$ cat config.mk
export PLATFORM = sky130hd
export DESIGN_NAME = alu_arbiter
export DESIGN_NICKNAME = d
export VERILOG_FILES = /design/src/rtl/alu_arbiter.sv
export SDC_FILE = /design/constraint.sdc
export NUM_CORES = 1
export LEC_CHECK = 0
export CORE_UTILIZATION = 25
export CTS_CLUSTER_DIAMETER = 200
export DETAILED_ROUTE_END_ITERATION = 10
export SYNTH_ARGS = -nofsm -noshare
export SYNTH_HDL_FRONTEND = slang
export SYNTH_SLANG_ARGS = --single-unit
$ cat constraint.sdc
create_clock -name clock -period 12.8 [get_ports clock]
set_input_delay 2.56 -clock clock [delete_from_list [all_inputs] [get_ports clock]]
set_output_delay 2.56 -clock clock [all_outputs]
set_load 0.01 [all_outputs]
$ cat src/rtl/alu_arbiter.sv
// Two-requester round-robin front end for one shared combinational ALU.
// Each accepted operation runs IDLE -> EXEC -> RESP and is held until the owner acknowledges.
module alu_arbiter #(
    parameter int WIDTH = 32
) (
    input  logic             clock,
    input  logic             reset,
    input  logic             req0,
    input  logic             req1,
    input  logic [2:0]       op0,
    input  logic [2:0]       op1,
    input  logic [WIDTH-1:0] a0,
    input  logic [WIDTH-1:0] b0,
    input  logic [WIDTH-1:0] a1,
    input  logic [WIDTH-1:0] b1,
    output logic             gnt0,
    output logic             gnt1,
    output logic             rvalid0,
    output logic             rvalid1,
    output logic [WIDTH-1:0] rdata0,
    output logic [WIDTH-1:0] rdata1,
    input  logic             rack0,
    input  logic             rack1,
    output logic [2:0]       alu_op,
    output logic [WIDTH-1:0] alu_in1,
    output logic [WIDTH-1:0] alu_in2,
    input  logic [WIDTH-1:0] alu_out,
    output logic             busy,
    output logic             illegal_op
);

    localparam logic [1:0] IDLE = 2'd0;
    localparam logic [1:0] EXEC = 2'd1;
    localparam logic [1:0] RESP = 2'd2;

    logic [1:0]       state_q, state_d;
    logic             owner_q, owner_d;
    logic             lastOwner_q, lastOwner_d;
    logic [2:0]       op_q, op_d;
    logic [WIDTH-1:0] a_q, a_d;
    logic [WIDTH-1:0] b_q, b_d;
    logic [WIDTH-1:0] rdata0_q, rdata0_d;
    logic [WIDTH-1:0] rdata1_q, rdata1_d;
    logic             rvalid0_q, rvalid0_d;
    logic             rvalid1_q, rvalid1_d;
    logic             illegal_q, illegal_d;
    logic             armed_q;
    logic             winner;
    logic             grantEn;

    // On a tie the requester that was not served last wins; a lone request always wins.
    assign winner  = (req0 && req1) ? ~lastOwner_q : req1;
    // armed_q keeps grants off between reset release and the first clock edge.
    assign grantEn = (state_q == IDLE) && armed_q && (req0 || req1);
    assign gnt0    = grantEn && !winner;
    assign gnt1    = grantEn && winner;

    assign alu_op  = (state_q == EXEC) ? op_q : 3'd3;
    assign alu_in1 = (state_q == EXEC) ? a_q : '0;
    assign alu_in2 = (state_q == EXEC) ? b_q : '0;

    assign busy       = (state_q != IDLE);
    assign rvalid0    = rvalid0_q;
    assign rvalid1    = rvalid1_q;
    assign rdata0     = rdata0_q;
    assign rdata1     = rdata1_q;
    assign illegal_op = illegal_q;

    always_comb begin
        state_d     = state_q;
        owner_d     = owner_q;
        lastOwner_d = lastOwner_q;
        op_d        = op_q;
        a_d         = a_q;
        b_d         = b_q;
        rdata0_d    = rdata0_q;
        rdata1_d    = rdata1_q;
        rvalid0_d   = rvalid0_q;
        rvalid1_d   = rvalid1_q;
        illegal_d   = illegal_q;
        case (state_q)
            IDLE: begin
                if (grantEn) begin
                    owner_d = winner;
                    op_d    = winner ? op1 : op0;
                    a_d     = winner ? a1 : a0;
                    b_d     = winner ? b1 : b0;
                    if (op_d[2:1] == 2'b11) begin
                        illegal_d = 1'b1;
                    end
                    state_d = EXEC;
                end
            end
            EXEC: begin
                if (owner_q) begin
                    rdata1_d  = alu_out;
                    rvalid1_d = 1'b1;
                end else begin
                    rdata0_d  = alu_out;
                    rvalid0_d = 1'b1;
                end
                state_d = RESP;
            end
            RESP: begin
                if (owner_q ? rack1 : rack0) begin
                    state_d     = IDLE;
                    lastOwner_d = owner_q;
                    rvalid0_d   = 1'b0;
                    rvalid1_d   = 1'b0;
                end
            end
            default: state_d = IDLE;
        endcase
    end

    always_ff @(posedge clock or posedge reset) begin
        if (reset) begin
            state_q     <= IDLE;
            owner_q     <= 1'b0;
            lastOwner_q <= 1'b1;
            op_q        <= '0;
            a_q         <= '0;
            b_q         <= '0;
            rdata0_q    <= '0;
            rdata1_q    <= '0;
            rvalid0_q   <= 1'b0;
            rvalid1_q   <= 1'b0;
            illegal_q   <= 1'b0;
            armed_q     <= 1'b0;
        end else begin
            state_q     <= state_d;
            owner_q     <= owner_d;
            lastOwner_q <= lastOwner_d;
            op_q        <= op_d;
            a_q         <= a_d;
            b_q         <= b_d;
            rdata0_q    <= rdata0_d;
            rdata1_q    <= rdata1_d;
            rvalid0_q   <= rvalid0_d;
            rvalid1_q   <= rvalid1_d;
            illegal_q   <= illegal_d;
            armed_q     <= 1'b1;
        end
    end

endmodule

==> flow_metrics.py, run 1 <==
metrics = {
    "global_route": {
        "grt_pass1_wl_um": 29010,
        "grt_pass1_vias": 5108,
        "grt_max_degree": 85,
        "antenna_found_initial": 0,
        "grt.total_usage_pct": 15.48,
        "overflow": 0,
    },
    "synthesis": {
        "syn_inst": 472,
        "ys.warnings.count": 0,
        "synth_top_family_by_area": "multiplexers",
        "syn_avg_cell_area_um2": 12.54,
        "synth_nets": 644,
        "synth_area_um2": 5919,
        "synth_top_area_share_pct": 58.34,
        "ys_ff_latch": 139,
        "synth_area_leaders": "dfrtp_1 58%, mux2_1 12%, a222oi_1 11%",
        "ys_types": 28,
        "synth-compound-area-share_pct": 12.47,
        "yosys.area_share.adder_pct": 0,
        "yosysSeqAreaShare_pct": 58.78,
        "synth.mux.area_fraction_pct": 12.51,
        "synth_xor_area_share_pct": 0,
        "yosysTopAreaCell": "dfrtp_1",
        "yosys.area_share.simple_pct": 8.518,
    },
    "sta": {
        "fmax_ghz": 0.1366,
        "fin_crit_ns": 7.318,
        "slew_violations": 0,
        "finalCritPeriodShare_pct": 57.17,
        "tns_ns": 0,
        "tightest_slew_ns": 0.8057,
        "rsz0062_at_grt": "no",
        "hold_viol": 0,
        "relSlewSlack_pct": 46.29,
        "finClkSkew_ns": 0.01286,
        "setup_violations": 0,
    },
    "die": {
        "placementRows": 55,
        "ioPinCount": 309,
        "start_util_pct": 25.83,
        "die-area_um2": 24300,
        "core-area_um2": 22920,
        "chipWidth_um": 155.9,
        "die_height_um": 155.9,
    },
    "clock_network": {
        "cts_tree": "done",
        "insertion_delay_ns": 0.41,
        "clock-sinks": 139,
        "numCtsBuffers": 17,
        "hold_buffers": 0,
        "postCtsSetupRepairBufs": 0,
        "htree_levels": 4,
        "postCtsResizedCells": 0,
        "root_buffer": "clkbuf_16",
        "cts_max_path_buffers": 2,
        "cts.clk_slew.worst_paths_ns": 0.07,
    },
    "placement": {
        "placed_area_um2": 9251,
        "hpwlAfterDp_um": 12630,
        "place.gp.congestion": 0.7052,
        "place_inst": 1061,
        "io_buffers": 308,
    },
    "cells_and_area": {
        "fin_nets": 939,
        "utilization_pct": 43.08,
        "syn2layout_area_growth_pct": 66.79,
        "drive_above_1_share_pct": 5.392,
        "postLayoutCellArea_um2": 9873,
        "layout.cells.non_filler": 1092,
        "antenna-diode-count": 0,
        "fill_cells": 2223,
    },
    "drt": {
        "dr.pass1.iters": 10,
        "dr.first_iter.drc_count": 414,
        "drc": 0,
        "routed-via-count": 4943,
        "drt.antenna.violating_nets": 0,
        "wl_per_cell_um": 16.91,
        "vias_per_cell": 4.527,
        "wirelength_um": 18460,
    },
    "pwr": {
        "irDropWorstVdd_v": 0.00008650,
        "p_per_area_nw_per_um2": 212.8,
        "leakagePower_nw": 4.327,
    },
    "worst_setup_path": {
        "required_ns": 10.24,
        "cp.arrival_ns": 4.76,
        "crit_type": "input port to output port",
        "worstSetupStartpointType": "input port",
        "cp-end-kind": "output port",
        "critPathMaxFanout": 68,
    },
    "run_status": {
        "outcome": "complete, no violations",
    },
    "min_path": {
        "hp-class": "flop to flop",
    },
    "job": {
        "cap_violations": 0,
    },
}
[area by class of cell]
type	count	area (µm²)	area share, %
clock buffers	19	432.9	4.385
inverters	68	260.3	2.636
repair buffers	313	3120	31.61
multi-input cells	228	1999	20.25
well taps	313	391.6	3.967
clock inverters	12	188.9	1.914
flip-flops and latches	139	3480	35.24
[per-stage QoR]
step / setup WS, ns / power, mW / hold WS [ns]
3_3_place_gp: 5.464 / 1.583 / 0.4502
2_1_floorplan: 6.517 / 1.146 / 0.4376
6_report: 5.482 / 2.101 / 0.4708
4_1_cts: 5.459 / 2.137 / 0.4742
5_1_grt: 5.347 / 2.244 / 0.4930
3_5_place_dp: 5.448 / 1.596 / 0.4569
[cell usage in the layout (no fill, tap or decap), types with 2 or more instances in the layout]
cell type,netlist,routed
clkinv_4,0,4
inv_6,0,4
clkdlybuf4s50_1,0,308
a21oi_1,4,4
nand2_1,5,5
and2_1,66,66
dfrtp_1,138,138
mux2_1,64,64
a222oi_1,65,65
clkbuf_1,18,2
o21ai_0,4,4
nand2b_1,3,3
a21o_1,2,2
inv_1,68,67
bufinv_16,0,4
buf_4,4,5
clkbuf_16,0,17
mux2i_1,2,2
[worst paths after layout]
kind	to	cells past startpoint	slack (ns)	startpoint
max	gnt1	4	5.48	req1
min	op_q[1]	2	0.47	op_q[1]
max reg2reg	illegal_op	5	10.48	state_q[0]
min reg2reg	op_q[1]	2	0.47	op_q[1]
max in group asynchronous	a_q[16]	3	8.79	reset
min in group asynchronous	rdata1[7]	2	2.66	reset
[synth_stat cells]
cell        n
dfrtp_1   138
inv_1      68
and2_1     66
a222oi_1   65
mux2_1     64
clkbuf_1   18
buf_2      11
nand2_1     5
a21oi_1     4
buf_4       4
buf_6       4
o21ai_0     4
nand2b_1    3
a21o_1      2
mux2i_1     2
o21ai_1     2
a21boi_1    1
a22oi_1     1
and2_4      1
and2b_4     1
and3_1      1
conb_1      1
dfstp_2     1
nor2_1      1
nor2b_1     1
nor3b_2     1
o21bai_1    1
or2_2       1
[state kept, by name, summed over array words and instances (netlist names), 2 cells and up]
register and count:
rdata0 32, rdata1 32, b_q 32, op_q 3, state_q 2, a_q 32
[power breakdown]
part	switching (mW)	internal [mW]	leakage [nW]
logic	0.340	0.475	2.35
clock network	0.195	0.329	0.299
registers	0.110	0.653	1.67
[kinds of logic (layout without fill, tap and decap cells)]
group / after synthesis / count (layout)
DFF: 139 / 139
other: 1 / 1
and+or+nand+nor: 81 / 81
buffers and inverters: 105 / 412
muxes: 66 / 66
AOI/OAI and AO/OA: 80 / 80
[worst max-delay path, cell delays in order]
cell	delay, ns
clkdlybuf4s50_1	0.54
a21boi_1	0.26
and2_4	0.71
clkdlybuf4s50_1	0.68
[metal layers]
layer	GRT usage (%)	wire length, µm
met1	19.05	7564
met2	25.51	8876
met3	5.667	1807
met4	3.968	215
met5	0	0
Power figures use the tool's default switching activity.
==> run 2: changes to the inputs <==
==> constraint.sdc (replaced) <==
create_clock -name clock -period 6 [get_ports clock]
set_input_delay 1.2 -clock clock [delete_from_list [all_inputs] [get_ports clock]]
set_output_delay 1.2 -clock clock [all_outputs]
set_load 0.01 [all_outputs]
==> flow_metrics.py, run 2 (same netlist as run 1, synthesis figures left out) <==
metrics = {
    "min_path": {
        "min_to": "op_q[1]",
        "worstHoldStart": "op_q[1]",
        "hold_depth": 2,
        "hp-class": "flop to flop",
    },
    "drt": {
        "vias_per_cell": 4.540,
        "drt.antenna.violating_nets": 0,
        "wl_per_cell_um": 17.15,
        "drc": 0,
        "dr.first_iter.drc_count": 369,
        "wirelength_um": 18760,
        "routed-via-count": 4967,
        "dr.pass1.iters": 10,
    },
    "global_route": {
        "overflow": 0,
        "grt.total_usage_pct": 15.62,
        "grt_max_degree": 100,
        "grt_pass1_wl_um": 29040,
        "antenna_found_initial": 0,
        "grt_pass1_vias": 5091,
    },
    "pwr": {
        "power_frac_seq_pct": 36.3,
        "p_int_mw": 3.075,
        "p_clk_share_pct": 24.7,
        "swShare_pct": 31.18,
        "switchingPower_mw": 1.393,
        "p_per_area_nw_per_um2": 452.9,
        "leakagePower_nw": 4.320,
        "power_frac_comb_pct": 39.0,
        "irDropWorstVdd_v": 0.0001580,
    },
    "clock_network": {
        "hold_buffers": 0,
        "cts_tree": "done",
        "postCtsResizedCells": 0,
        "postCtsSetupRepairBufs": 0,
        "root_buffer": "clkbuf_16",
        "htree_levels": 4,
        "clock-sinks": 139,
        "numCtsBuffers": 17,
        "cts_max_path_buffers": 2,
        "cts.clk_slew.worst_paths_ns": 0.07,
        "insertion_delay_ns": 0.41,
    },
    "cells_and_area": {
        "final_cell_mix": "308 x clkdlybuf4s50_1, 138 x dfrtp_1, 67 x inv_1, 66 x and2_1, 65 x a222oi_1",
        "antenna-diode-count": 0,
        "drive_above_1_share_pct": 5.762,
        "final_common_cell": "clkdlybuf4s50_1",
        "syn2layout_area_growth_pct": 66.69,
        "fin_nets": 940,
    },
    "die": {
        "start_util_pct": 25.83,
        "die-area_um2": 24300,
        "core-area_um2": 22920,
        "ioPinCount": 309,
        "chipWidth_um": 155.9,
        "placementRows": 55,
        "die_height_um": 155.9,
    },
    "sta": {
        "setup_violations": 0,
        "worst_slack_ns": 2.042,
        "finalCritPeriodShare_pct": 65.97,
        "whs_ns": 0.4756,
        "slew_violations": 0,
        "finClkSkew_ns": 0.01223,
        "relSlewSlack_pct": 38.54,
        "tightest_slew_ns": 0.9218,
        "hold_viol": 0,
        "fmax_ghz": 0.2526,
        "tns_ns": 0,
        "fin_crit_ns": 3.958,
        "rsz0062_at_grt": "no",
    },
    "worst_setup_path": {
        "rr_startpoint": "state_q[0]",
        "crit_chain": "clkdlybuf4s50_1 -> a21boi_1 -> and2_4 -> clkdlybuf4s50_1",
        "cpPeakStageDelay_ns": 0.55,
        "r2r_end": "illegal_op",
        "crit_type": "input port to output port",
        "crit_top_cell": "clkdlybuf4s50_1",
        "worstSetupStartpointType": "input port",
        "slowest_stage": "clkdlybuf4s50_1",
        "rr_worst_depth": 5,
        "cp.arrival_ns": 2.76,
        "cp-end-kind": "output port",
        "critPathMaxFanout": 3,
        "rrSetupSlack_ns": 3.66,
        "required_ns": 4.80,
    },
    "placement": {
        "place.gp.congestion": 0.7198,
        "hpwlAfterDp_um": 12690,
        "pre_cts_slack_ns": 2.031,
        "io_buffers": 308,
    },
    "run_status": {
        "outcome": "complete, no violations",
    },
    "job": {
        "cap_violations": 0,
    },
}
-- run 2: changes by cell type in the layout (fill, tap and decap cells not counted) --
cell,previous run,this run
clkinv_4,4,1
clkinvlp_4,1,4
clkinv_2,0,2
buf_4,5,6
bufinv_16,4,3
clkbuf_1,2,1
clkbuf_8,0,1
-- run 2: critical path: cells and delay by family --
kind | cells | cell delay (ns)
AO/OA/AOI/OAI | 1 | 0.28
buffers and inverters | 2 | 1.09
AND/OR/NAND/NOR | 1 | 0.19
-- run 2: final cells by class --
class | count | area, µm²
clock buffers | 19 | 442.9
clock inverters | 13 | 165.2
fillers | 2215 | 13050
inverters | 68 | 260.3
multi-input cells | 228 | 1999
flip-flops and latches | 139 | 3480
well taps | 313 | 391.6
repair buffers | 314 | 3128
-- run 2: worst max-delay path by stage --
stage / slack, ns / startpoint / to
after floorplan: 1.08 / reset / a_q[0]
after global placement: 2.03 / req1 / gnt1
after detailed placement: 2.03 / req1 / gnt1
after CTS: 2.03 / req1 / gnt1
after global routing: 2.00 / req1 / gnt1
final: 2.04 / req1 / gnt1
-- run 2: metal layers --
layer  global-route usage, %  wire, µm
met2                   25.30      8869
met4                   3.595       170
met5                       0         0
met1                   19.22      7763
met3                   6.556      1954
-- run 2: stage by stage --
step           power, mW  std cells  instance area (µm²)  utilization (%)
6_report           4.469       1094                 9867            43.06
3_3_place_gp       3.380       1062                 9259            40.40
4_1_cts            4.540       1094                 9867            43.06
2_1_floorplan      2.444        472                 5919                -
5_1_grt            4.769       1094                 9867            43.06
3_5_place_dp       3.410       1062                 9259            40.40
-- run 2: power by group through the flow --
| stage | Sequential, mW | Combinational [mW] | Clock [mW] |
|---|---|---|---|
| floorplan | 1.70 | 0.745 | 0 |
| global placement | 1.62 | 1.76 | 0 |
| detailed placement | 1.64 | 1.77 | 0 |
| CTS | 1.63 | 1.77 | 1.14 |
| global route | 1.69 | 1.90 | 1.18 |
| finish | 1.62 | 1.74 | 1.10 |
==> run 3: changes to the inputs <==
==> constraint.sdc (replaced) <==
create_clock -name clock -period 3.5 [get_ports clock]
set_input_delay 0.7 -clock clock [delete_from_list [all_inputs] [get_ports clock]]
set_output_delay 0.7 -clock clock [all_outputs]
set_load 0.01 [all_outputs]
==> flow_metrics.py, run 3 (same netlist as run 1, synthesis figures left out) <==
metrics = {
    "run_status": {
        "outcome": "complete, no violations",
    },
    "sta": {
        "finalCritPeriodShare_pct": 89.11,
        "whs_ns": 0.4668,
        "setup_violations": 0,
        "tns_ns": 0,
        "worst_slack_ns": 0.3812,
        "hold_viol": 0,
        "relSlewSlack_pct": 44.13,
        "fmax_ghz": 0.3206,
        "fin_crit_ns": 3.119,
        "slew_violations": 0,
        "finClkSkew_ns": 0.01612,
        "tightest_slew_ns": 0.8362,
        "rsz0062_at_grt": "no",
    },
    "worst_setup_path": {
        "worstSetupStartpointType": "flop",
        "cpPeakStageDelay_ns": 0.57,
        "critPathMaxFanout": 34,
        "cp.arrival_ns": 2.42,
        "required_ns": 2.80,
        "crit_chain": "and2b_4 -> buf_4 -> and2_1 -> clkdlybuf4s50_1",
        "cp-end-kind": "output port",
        "crit_type": "flop to output port",
        "slowest_stage": "clkdlybuf4s50_1",
    },
    "cells_and_area": {
        "seq_area_um2": 3480,
        "final_common_cell": "clkdlybuf4s50_1",
        "utilization_pct": 43.31,
        "multiInputGateArea_um2": 1999,
        "drive_above_1_share_pct": 6.607,
        "postLayoutCellArea_um2": 9926,
        "layout.cells.non_filler": 1100,
        "antenna-diode-count": 0,
        "fill_cells": 2183,
        "syn2layout_area_growth_pct": 67.68,
        "fin_nets": 946,
        "final_cell_mix": "308 x clkdlybuf4s50_1, 138 x dfrtp_1, 67 x inv_1, 66 x and2_1, 65 x a222oi_1",
    },
    "drt": {
        "drt-met1-wl_um": 7659,
        "dr_wl_met3_um": 1864,
        "routed-via-count": 4978,
        "dr.first_iter.drc_count": 422,
        "vias_per_cell": 4.525,
        "wirelength_um": 18560,
        "drt.antenna.violating_nets": 0,
        "wl_met2_um": 8826,
        "dr.pass1.iters": 7,
        "dr.max_layer_used": "met5",
        "wl_per_cell_um": 16.87,
        "drc": 0,
    },
    "global_route": {
        "overflow": 0,
        "grt_max_degree": 68,
        "antenna_found_initial": 1,
        "grt_pass1_vias": 5037,
        "grt_pass1_wl_um": 28750,
        "grt.total_usage_pct": 15.51,
    },
    "pwr": {
        "p_int_mw": 5.185,
        "p_clk_share_pct": 23.7,
        "power_frac_seq_pct": 36.6,
        "swShare_pct": 31.70,
        "leakagePower_nw": 4.349,
        "finalPower_mw": 7.591,
        "p_per_area_nw_per_um2": 764.8,
        "switchingPower_mw": 2.406,
        "power_frac_comb_pct": 39.7,
        "irDropWorstVdd_v": 0.0002653,
    },
    "die": {
        "placementRows": 55,
        "chipWidth_um": 155.9,
        "core-area_um2": 22920,
        "ioPinCount": 309,
        "die_height_um": 155.9,
        "die-area_um2": 24300,
        "start_util_pct": 25.83,
    },
    "clock_network": {
        "cts_max_path_buffers": 2,
        "cts_tree": "done",
        "hold_buffers": 0,
        "numCtsBuffers": 17,
        "clock-sinks": 139,
        "insertion_delay_ns": 0.42,
        "cts.clk_slew.worst_paths_ns": 0.07,
        "htree_levels": 4,
        "postCtsSetupRepairBufs": 0,
        "postCtsResizedCells": 0,
        "root_buffer": "clkbuf_16",
    },
    "placement": {
        "place.gp.congestion": 0.7331,
        "place_inst": 1068,
        "pre_cts_slack_ns": 0.5476,
        "io_buffers": 308,
        "hpwlAfterDp_um": 12830,
        "placed_area_um2": 9340,
    },
    "job": {
        "cap_violations": 0,
    },
    "min_path": {
        "hp-class": "flop to flop",
    },
}
## run 3: cell types whose count changed in the layout (fill, tap and decap cells not counted)
cell and delta:
buf_12 +3, buf_4 +3, bufinv_16 -2, clkbuf_1 -1, clkbuf_8 +1, clkinv_2 -2, clkinv_4 +1, clkinvlp_4 +1
inv_6 +1, inv_8 +1
## run 3: routing by layer
layer,vias to the layer above,global-route usage [%]
li1,2294,-
met1,2432,19.29
met2,236,24.72
met3,14,6.194
met4,2,4.342
met5,-,0
## run 3: cell type report
type	instances	share of cell area (%)
clock inverter	13	1.336
inverter	68	2.609
multi-input combinational	228	20.14
tap	313	3.946
sequential	139	35.06
timing repair buffer	320	32.35
clock buffer	19	4.563
## run 3: worst paths after layout
kind | start | depth (start not counted) | end | slack [ns]
worst min-delay path | op_q[1] | 2 | op_q[1] | 0.47
worst min register to register | op_q[1] | 2 | op_q[1] | 0.47
max in group asynchronous | reset | 3 | rdata1[12] | 1.95
worst max register to register | state_q[0] | 5 | illegal_op | 1.32
worst max-delay path | state_q[1] | 4 | alu_in1[26] | 0.38
min in group asynchronous | reset | 2 | a_q[21] | 0.79
## run 3: power groups by stage
| stage | logic (mW) | clock network (mW) | registers (mW) |
|---|---|---|---|
| final | 3.01 | 1.80 | 2.78 |
| after global routing | 3.28 | 1.93 | 2.88 |
| after CTS | 3.06 | 1.88 | 2.78 |
| after detailed placement | 3.06 | 0 | 2.80 |
| after global placement | 3.04 | 0 | 2.78 |
| after floorplan | 1.28 | 0 | 2.91 |
## run 3: worst max-delay path, delay by kind of cell (launching register included)
kind	cells	cell delay, ns
DFF	1	0.42
and+or+nand+nor	2	0.74
buffers and inverters	2	0.84
